[config.mk]
export PLATFORM = sky130hd
export DESIGN_NAME = disp_share_arbiter
export DESIGN_NICKNAME = d
export VERILOG_FILES = /design/src/rtl/disp_pkg.sv /design/src/rtl/seg7_dec.sv /design/src/rtl/disp_share_arbiter.sv
export SDC_FILE = /design/constraint.sdc
export NUM_CORES = 1
export LEC_CHECK = 0
export CORE_MARGIN = 3
export CORE_UTILIZATION = 48
export DETAILED_ROUTE_END_ITERATION = 16
export PLACE_DENSITY_LB_ADDON = 0.05
export SKIP_LAST_GASP = 1
export SYNTH_ARGS = -nofsm -noshare
export SYNTH_HDL_FRONTEND = slang
export SYNTH_SLANG_ARGS = --single-unit
export TNS_END_PERCENT = 1
[constraint.sdc]
create_clock -name Clock -period 3.9 [get_ports Clock]
set_input_delay 0.585 -clock Clock [delete_from_list [all_inputs] [get_ports Clock]]
set_output_delay 0.585 -clock Clock [all_outputs]
set_load 0.05 [all_outputs]
[src/rtl/disp_pkg.sv]
// disp_pkg: shared constants for the display-sharing arbiter and its decoder.
//   - Requester indices IDX_U..IDX_Y (bit positions in req/gnt).
//   - Mux select codes SEL_U..SEL_Y driven onto {s2,s1,s0}.
//   - Active-low 7-segment patterns {g,f,e,d,c,b,a} for digits 0..7 and blank.
//   - Arbiter state encoding.
package disp_pkg;

  localparam int NUM_REQ = 5;

  typedef enum logic [0:0] {
    ST_IDLE = 1'b0,
    ST_SHOW = 1'b1
  } state_t;

  localparam logic [2:0] IDX_U = 3'd0;
  localparam logic [2:0] IDX_V = 3'd1;
  localparam logic [2:0] IDX_W = 3'd2;
  localparam logic [2:0] IDX_X = 3'd3;
  localparam logic [2:0] IDX_Y = 3'd4;

  localparam logic [2:0] SEL_U = 3'b000;
  localparam logic [2:0] SEL_V = 3'b001;
  localparam logic [2:0] SEL_W = 3'b010;
  localparam logic [2:0] SEL_X = 3'b011;
  localparam logic [2:0] SEL_Y = 3'b100;

  localparam logic [6:0] SEG_BLANK = 7'h7F;
  localparam logic [6:0] SEG_0     = 7'h40;
  localparam logic [6:0] SEG_1     = 7'h79;
  localparam logic [6:0] SEG_2     = 7'h24;
  localparam logic [6:0] SEG_3     = 7'h30;
  localparam logic [6:0] SEG_4     = 7'h19;
  localparam logic [6:0] SEG_5     = 7'h12;
  localparam logic [6:0] SEG_6     = 7'h02;
  localparam logic [6:0] SEG_7     = 7'h78;

  // Segment pattern for a 3-bit digit value.
  function automatic logic [6:0] seg_lookup(input logic [2:0] v);
    logic [6:0] seg;
    case (v)
      3'd0:    seg = SEG_0;
      3'd1:    seg = SEG_1;
      3'd2:    seg = SEG_2;
      3'd3:    seg = SEG_3;
      3'd4:    seg = SEG_4;
      3'd5:    seg = SEG_5;
      3'd6:    seg = SEG_6;
      3'd7:    seg = SEG_7;
      default: seg = SEG_BLANK;
    endcase
    return seg;
  endfunction

  // Mux select code for a requester index; unknown indices fall back to U.
  function automatic logic [2:0] idx_to_sel(input logic [2:0] idx);
    logic [2:0] s;
    case (idx)
      IDX_U:   s = SEL_U;
      IDX_V:   s = SEL_V;
      IDX_W:   s = SEL_W;
      IDX_X:   s = SEL_X;
      IDX_Y:   s = SEL_Y;
      default: s = SEL_U;
    endcase
    return s;
  endfunction

endpackage

[src/rtl/seg7_dec.sv]
// seg7_dec: active-low 7-segment decoder, reusable by any display block.
//   value : DATA_WIDTH-bit digit; only 0..7 have a glyph, anything else blanks.
//   seg   : {g,f,e,d,c,b,a}, low = segment lit.
module seg7_dec
  import disp_pkg::*;
#(
  parameter int DATA_WIDTH = 3
) (
  input  logic [DATA_WIDTH-1:0] value,
  output logic [6:0]            seg
);

  logic [31:0] wide_s;

  // Widen so out-of-range values of wider sources are detected, then look up.
  always_comb begin
    wide_s = 32'(value);
    if (wide_s < 32'd8) begin
      seg = seg_lookup(wide_s[2:0]);
    end else begin
      seg = SEG_BLANK;
    end
  end

endmodule

[src/rtl/disp_share_arbiter.sv]
// disp_share_arbiter: round-robin owner of the shared select mux and 7-seg digit.
//   Clock, Resetn : rising-edge clock, asynchronous active-low reset.
//   req[4:0]      : requests, bit0=U .. bit4=Y.
//   U..Y          : source values, captured once when the source is granted.
//   hold          : freezes the dwell counter of the active grant.
//   sel           : mux select {s2,s1,s0} of the granted source (kept in IDLE).
//   gnt           : one-hot grant; busy: a grant is active.
//   digit         : captured value; seg7: its active-low glyph, blank when idle.
//   done          : one-cycle pulse after a grant's dwell ends.
// Grants are non-preemptive and last DWELL_CYCLES unheld cycles. At expiry the
// next pending requester is granted on the same edge (no idle gap).
module disp_share_arbiter
  import disp_pkg::*;
#(
  parameter int DATA_WIDTH   = 3,
  parameter int DWELL_CYCLES = 8,
  parameter int CNT_W        = 4
) (
  input  logic                  Clock,
  input  logic                  Resetn,
  input  logic [4:0]            req,
  input  logic [DATA_WIDTH-1:0] U,
  input  logic [DATA_WIDTH-1:0] V,
  input  logic [DATA_WIDTH-1:0] W,
  input  logic [DATA_WIDTH-1:0] X,
  input  logic [DATA_WIDTH-1:0] Y,
  input  logic                  hold,
  output logic [2:0]            sel,
  output logic [4:0]            gnt,
  output logic                  busy,
  output logic [DATA_WIDTH-1:0] digit,
  output logic [6:0]            seg7,
  output logic                  done
);

  localparam logic [CNT_W-1:0] CNT_LOAD = CNT_W'(DWELL_CYCLES - 1);
  localparam logic [CNT_W-1:0] CNT_ZERO = {CNT_W{1'b0}};

  state_t                state_r, state_n;
  logic [4:0]            gnt_r, gnt_n;
  logic                  busy_r, busy_n;
  logic [2:0]            sel_r, sel_n;
  logic [DATA_WIDTH-1:0] digit_r, digit_n;
  logic                  done_r, done_n;
  logic [CNT_W-1:0]      cnt_r, cnt_n;
  logic [2:0]            last_r, last_n;
  logic [2:0]            cur_r, cur_n;

  logic [2:0]            pick_base_s;
  logic [3:0]            pick_s;
  logic [DATA_WIDTH-1:0] win_data_s;
  logic [6:0]            dec_s;

  // Scan last+1, last+2, ... (mod 5); returns {found, index}. A base outside
  // 0..4 wraps to U so the index never leaves the request vector.
  function automatic logic [3:0] rr_pick(input logic [4:0] r, input logic [2:0] base);
    logic [3:0] res;
    logic [2:0] idx;
    res = 4'b0000;
    idx = base;
    for (int k = 0; k < NUM_REQ; k++) begin
      idx = (idx >= IDX_Y) ? IDX_U : idx + 3'd1;
      if (res[3] == 1'b0 && r[idx] == 1'b1) begin
        res = {1'b1, idx};
      end
    end
    return res;
  endfunction

  // Source value behind a requester index.
  function automatic logic [DATA_WIDTH-1:0] src_mux(
    input logic [2:0]            idx,
    input logic [DATA_WIDTH-1:0] u, v, w, x, y
  );
    logic [DATA_WIDTH-1:0] d;
    case (idx)
      IDX_U:   d = u;
      IDX_V:   d = v;
      IDX_W:   d = w;
      IDX_X:   d = x;
      IDX_Y:   d = y;
      default: d = u;
    endcase
    return d;
  endfunction

  // Next-state and next-output logic for the IDLE/SHOW sequencer.
  always_comb begin
    state_n = state_r;
    gnt_n   = gnt_r;
    busy_n  = busy_r;
    sel_n   = sel_r;
    digit_n = digit_r;
    cnt_n   = cnt_r;
    last_n  = last_r;
    cur_n   = cur_r;
    done_n  = 1'b0;

    // At expiry the current owner becomes "last", so scan from it directly.
    if (state_r == ST_SHOW) begin
      pick_base_s = cur_r;
    end else begin
      pick_base_s = last_r;
    end
    pick_s     = rr_pick(req, pick_base_s);
    win_data_s = src_mux(pick_s[2:0], U, V, W, X, Y);

    case (state_r)
      ST_IDLE: begin
        if (pick_s[3]) begin
          state_n = ST_SHOW;
          cur_n   = pick_s[2:0];
          gnt_n   = 5'b00001 << pick_s[2:0];
          busy_n  = 1'b1;
          sel_n   = idx_to_sel(pick_s[2:0]);
          digit_n = win_data_s;
          cnt_n   = CNT_LOAD;
        end else begin
          state_n = ST_IDLE;
        end
      end
      ST_SHOW: begin
        if (hold) begin
          cnt_n = cnt_r;
        end else if (cnt_r != CNT_ZERO) begin
          cnt_n = cnt_r - {{(CNT_W-1){1'b0}}, 1'b1};
        end else begin
          done_n = 1'b1;
          last_n = cur_r;
          if (pick_s[3]) begin
            state_n = ST_SHOW;
            cur_n   = pick_s[2:0];
            gnt_n   = 5'b00001 << pick_s[2:0];
            busy_n  = 1'b1;
            sel_n   = idx_to_sel(pick_s[2:0]);
            digit_n = win_data_s;
            cnt_n   = CNT_LOAD;
          end else begin
            state_n = ST_IDLE;
            gnt_n   = 5'b00000;
            busy_n  = 1'b0;
          end
        end
      end
      default: begin
        state_n = ST_IDLE;
        gnt_n   = 5'b00000;
        busy_n  = 1'b0;
        cnt_n   = CNT_ZERO;
      end
    endcase
  end

  // State and output registers; reset leaves U as first in line (last = Y).
  always_ff @(posedge Clock or negedge Resetn) begin
    if (!Resetn) begin
      state_r <= ST_IDLE;
      gnt_r   <= 5'b00000;
      busy_r  <= 1'b0;
      sel_r   <= SEL_U;
      digit_r <= {DATA_WIDTH{1'b0}};
      done_r  <= 1'b0;
      cnt_r   <= CNT_ZERO;
      last_r  <= IDX_Y;
      cur_r   <= IDX_U;
    end else begin
      state_r <= state_n;
      gnt_r   <= gnt_n;
      busy_r  <= busy_n;
      sel_r   <= sel_n;
      digit_r <= digit_n;
      done_r  <= done_n;
      cnt_r   <= cnt_n;
      last_r  <= last_n;
      cur_r   <= cur_n;
    end
  end

  seg7_dec #(
    .DATA_WIDTH(DATA_WIDTH)
  ) u_seg7_dec (
    .value(digit_r),
    .seg  (dec_s)
  );

  // seg7 depends only on flops, so it cannot glitch on source changes.
  assign seg7  = busy_r ? dec_s : SEG_BLANK;
  assign gnt   = gnt_r;
  assign busy  = busy_r;
  assign sel   = sel_r;
  assign digit = digit_r;
  assign done  = done_r;

endmodule
* Word level (Yosys, flattened, before mapping) *
Memory sizes are Yosys's and may differ from the RTL's.
Cells that the tools add are included.

word-level totals
  memories kept = 1
  output and inout bits = 20
  logic and storage cells = 105
  bits in read-only memories = 56
  register bits = 24

cells by class
  equal/unequal tests = 7
  bitwise gates (word level) = 7
  reduce and logical (&&, ||, !) cells = 8
  muxes and demuxes = 56
  add/sub/neg operators = 6
  shift operators = 1
  $lt $le $gt $ge = 10

memory list
  memory           words  bits a word  rd ports  clocked after Yosys merged registers in  write ports  RTL line        RTL
  (no name shown)  8      7            1         0                                        0            disp_pkg.sv:40  case (v)

operators by type and width
  cell                   count
  $mux W3                15
  $mux W4                8
  $pmux W3 S4            2
  $lt A3 B4 Y1 const B   5
  $mux W5                4
  $pmux W3 S2            3
  $add A3 B1 Y3 const B  5
  $bmux W1 S3            5
  $ge A3 B3 Y1 const B   5
  $mux W1                14
  $pmux W5 S2            1
  $pmux W4 S2            1
  $mux W7                1
  $not A1 Y1             7
  $eq A3 B2 Y1 const B   2
  $ne A2 B2 Y1 const B   3
  $reduce_and A3 Y1      2
  $shl A1 B3 Y5 const A  1
  $logic_and A1 B1 Y1    4
  $pmux W1 S2            2
  $reduce_bool A4 Y1     1
  $sub A4 B1 Y4 const B  1
  $eq A3 B1 Y1 const B   1
  $eq A3 B3 Y1 const B   1
  $reduce_and A2 Y1      1

* Longest topological paths before layout *
  word-level depth = 24
  mapped depth = 21
  mapped depth without buffers = 16

* By module *
Synthesis repeated with hierarchy kept, for this count alone.

second synthesis, totals
  cell total of the unflattened synthesis = 271
  area, all modules = 2140.8 um^2

modules (own cells, without submodules)
  module              area each (um^2)  seq. area each (um^2)  times used  cells an instance
  disp_share_arbiter  1996.9            601.8                  1           253
  seg7_dec            143.9             0.0                    1           18

* Worst setup path before layout *
No wires, ideal clock.

  path type = register -> register
  start = reg state_r
  end = reg digit_r[0] (netlist: digit[0])
  slack = -354 ps
  arrival = 4134 ps
  period minus slack after synthesis = 4254 ps
  cell stages (with the launch flop) = 20
  setup time = 120 ps
  data required time = 3780 ps
  cells stage by stage = dfrtp_1 > buf_4 > mux2i_1 > inv_1 > ha_1 > nand2b_1 > a22o_1 > buf_2 > inv_2 > buf_6 > ha_1 > clkbuf_1 > nor3b_1 > mux2i_1 > and2_1 > o21a_1 > or3_1 > o32a_4 > mux2_1 > a31o_1

on the way
  longest elaborated chain between the ends = 24
  elaborated cells on any way between the ends = 52

RTL lines
  element                                                 RTL line                   RTL
  start: declaration                                      disp_share_arbiter.sv:39   state_t state_r, state_n;
  start signal: assignment                                disp_share_arbiter.sv:167  state_r <= state_n;
  branches (longest 24 deep; another with $add A3 B1 Y3)  --
  end signal: assignment                                  disp_share_arbiter.sv:161  digit_r <= {DATA_WIDTH{1'b0}};
  end signal: assignment                                  disp_share_arbiter.sv:171  digit_r <= digit_n;
  end: declaration                                        disp_share_arbiter.sv:43   logic [DATA_WIDTH-1:0] digit_r, digit_n;

Several ways; the timed one is not identified. The select of a mux whose other input is x is not followed.
A chain may end at the register's enable or synchronous reset.

* Worst setup path after layout *
  start = reg state_r
  end = reg digit_r[2] (netlist: digit[2])

The elaborated chain is that of the path after synthesis.

==> impl_metrics.json <==
{
  "tritoncts": "yes",
  "syn_to_final_growth_pct": 31.94,
  "max_stage_delay_ns": 0.47,
  "drtAntennaViolNets": 0,
  "num_rows": 24,
  "cp.arrival_ns": 3.97,
  "numCtsBuffers": 3,
  "synthesis.nets": 296,
  "dominantRegCellSynth": "dfrtp_1",
  "wire_per_inst_um": 16.16,
  "via_per_inst": 5.862,
  "crit_type": "flop to flop",
  "finalSetupViolCount": 0,
  "grt_antenna_before_repair": 0,
  "netlist_top_cells_area": "dfrtp_1 (26%), mux2i_1 (5.9%), nand2_1 (5.7%), ha_1 (4.5%), nor2_1 (4.1%)",
  "fillers": 396,
  "first_global_vias": 1938,
  "fmax_mhz": 263.0,
  "start_util": 0.5031,
  "design.die.area_um2": 5479,
  "cts_hold_buf": 0,
  "drive_above_1_share": 0.1924,
  "htreeDepth": 1,
  "final_common_cell": "clkdlybuf4s50_1",
  "path_buf_inv": 2,
  "finalInstanceArea_um2": 2930,
  "core_um2": 4414,
  "place_hpwl_mm": 4.411,
  "status": "completed",
  "clockBufferDepth": 2,
  "maxCapViolations": 0,
  "die-width_um": 74.02,
  "multiInputGateArea_um2": 1553,
  "critPathCaptureType": "flop",
  "hold_ws_ns": 0.4837,
  "root_buffer": "clkbuf_8",
  "grt_max_degree": 25,
  "hold_viol_final": 0,
  "period_minus_slack_ns": 3.803,
  "syn_area_per_cell_um2": 8.381,
  "placed_area_um2": 2764,
  "overflow": 0,
  "grt_pass1_wl_mm": 9.197,
  "fin_util": 0.6638,
  "cp-start-kind": "flop",
  "cpMostUsedCell": "ha_4",
  "drc": 0,
  "tightest_slew_ns": 1.057,
  "nets": 349,
  "clock-sinks": 24,
  "path_cells": "mux2_4 -> ha_4 -> nand2b_1 -> a22o_1 -> inv_2 -> ha_4 -> buf_4 -> o31ai_2 -> mux2i_1 -> and2_4 -> o21a_4 -> or3_4 -> o32a_4 -> mux2_1 -> a31o_1",
  "yosysSeqAreaShare": 0.2710,
  "synth_top_area_cell": "dfrtp_1",
  "final_cell_mix": "clkdlybuf4s50_1 (42), nand2_1 (34), nor2_1 (24)",
  "ys_types": 70,
  "critPathTopFamily": "compound AO/OA/AOI/OAI gates",
  "grt_util_all_layers": 0.2137,
  "hold_path_class": "flop to flop",
  "die_h_um": 74.02,
  "first_pass_iters": 4,
  "path_clk_slew_ns": 0.09,
  "wl_mm": 5.962,
  "antenna_cells": 0,
  "ys_async_sr_fraction": 1.000,
  "regArea_um2": 603.1,
  "required_ns": 4.07,
  "setup_tns_ns": 0,
  "ys_seq_elements": 24,
  "synth.top_cell.area_share": 0.2592,
  "clk_latency_ns": 0.27,
  "numPortBuffers": 42,
  "cp_slowest_cell": "dfrtp_2",
  "netlist_instances": 265,
  "drt_iter0_drc": 150,
  "yosysWarnings": 0,
  "num_io_pins": 43,
  "slew_headroom": 0.2931,
  "skew_ns": 0.001965,
  "cp_max_fo": 6,
  "synth-edff-count": 0,
  "gp_congestion": 0.8628,
  "slew_violations": 0,
  "fin_crit_sh": 0.9751,
  "synth_area_um2": 2221,
  "via_count": 2163
}
[synthesized netlist by cell type (2+ instances only)]
cell type  instances
a21o_1             2
a21oi_1           15
a221oi_2           2
a22o_1             3
a2bb2oi_1          2
a31o_1             2
a31oi_1            2
a32o_1             2
and2_1             5
buf_2              4
buf_6              4
clkbuf_1           5
dfrtp_1           23
ha_1               8
inv_1             16
inv_2              2
mux2_1             2
mux2_2             5
mux2i_1           13
nand2_1           34
nand2b_1           6
nand3b_1           2
nor2_1            24
nor2b_1            4
nor3_1             5
nor4_1             2
nor4b_1            2
o2111ai_1          2
o211ai_1           2
o21a_1             3
o21ai_0           13
o21ai_1            4
o311a_1            2
o32ai_1            2
o41ai_1            2
or3_1              3
or4_1              2
xnor2_1            2
[state kept, by name, indices dropped and copies added, names as in the netlist]
register and flops:
busy 1, digit 3, done 1, cnt_r 4, sel 3, gnt 5
cur_r 3, last_r 3, state_r 1
[routing by layer]
| metal | track usage | wire length (um) | part of all wire |
|---|---|---|---|
| met4 | 0.04628 | 63 | 0.011 |
| met3 | 0.02568 | 314 | 0.053 |
| met1 | 0.3132 | 2742 | 0.46 |
| met2 | 0.3386 | 2842 | 0.48 |
| met5 | 0 | 0 | 0 |
[through the flow]
stage | std cells | setup WS (ns)
global route | 369 | -0.02393
finish | 369 | 0.09724
detailed placement | 358 | 0.1158
CTS | 362 | 0.09997
floorplan | 265 | -0.06981
global placement | 358 | 0.1681
[cell type report]
cell class                 instances  area share
tap                               52     0.02220
inverter                          18     0.02306
sequential                        24      0.2058
clock inverter                     1     0.01025
timing repair buffer              62      0.1947
multi-input combinational        209      0.5299
clock buffer                       3     0.01409
[path summary, 6_finish.rpt]
| path | to | startpoint | cells after the start | slack [ns] |
|---|---|---|---|---|
| worst max-delay path | digit[2] | state_r | 15 | 0.1 |
| worst min-delay path | sel[2] | sel[2] | 2 | 0.48 |
| worst max register to register | digit[2] | state_r | 15 | 0.1 |
| worst min register to register | sel[2] | sel[2] | 2 | 0.48 |
| max in group asynchronous | state_r | Resetn | 1 | 2.31 |
| min in group asynchronous | digit[0] | Resetn | 1 | 0.88 |
[cell families after synthesis]
group	count (synthesis)	share of synthesized area
multiplexers	20	0.09408
flip-flops	24	0.2710
AO/OA/AOI/OAI	77	0.2676
AND/OR/NAND/NOR	102	0.2428
buffers and inverters	32	0.07155
XOR/XNOR	2	0.007889
adder cells (fa/ha/maj)	8	0.04507
[worst reg2reg max path, cell delays in order, from the launching register on]
cell	delay [ns]
dfrtp_2	0.47
mux2_4	0.34
ha_4	0.16
nand2b_1	0.13
a22o_1	0.26
inv_2	0.08
ha_4	0.21
buf_4	0.16
o31ai_2	0.17
mux2i_1	0.13
and2_4	0.16
o21a_4	0.23
or3_4	0.39
o32a_4	0.26
mux2_1	0.32
a31o_1	0.21
[what timing repair did]
item,CTS,global route
endpoints found under the setup margin,0,15
buffers inserted,0,7
endpoints found under the hold margin,0,0
resized for setup,0,13
Power is left out: the tool's default activity adds up to more than one toggle a clock period on the data nets, which glitch-free logic cannot reach.
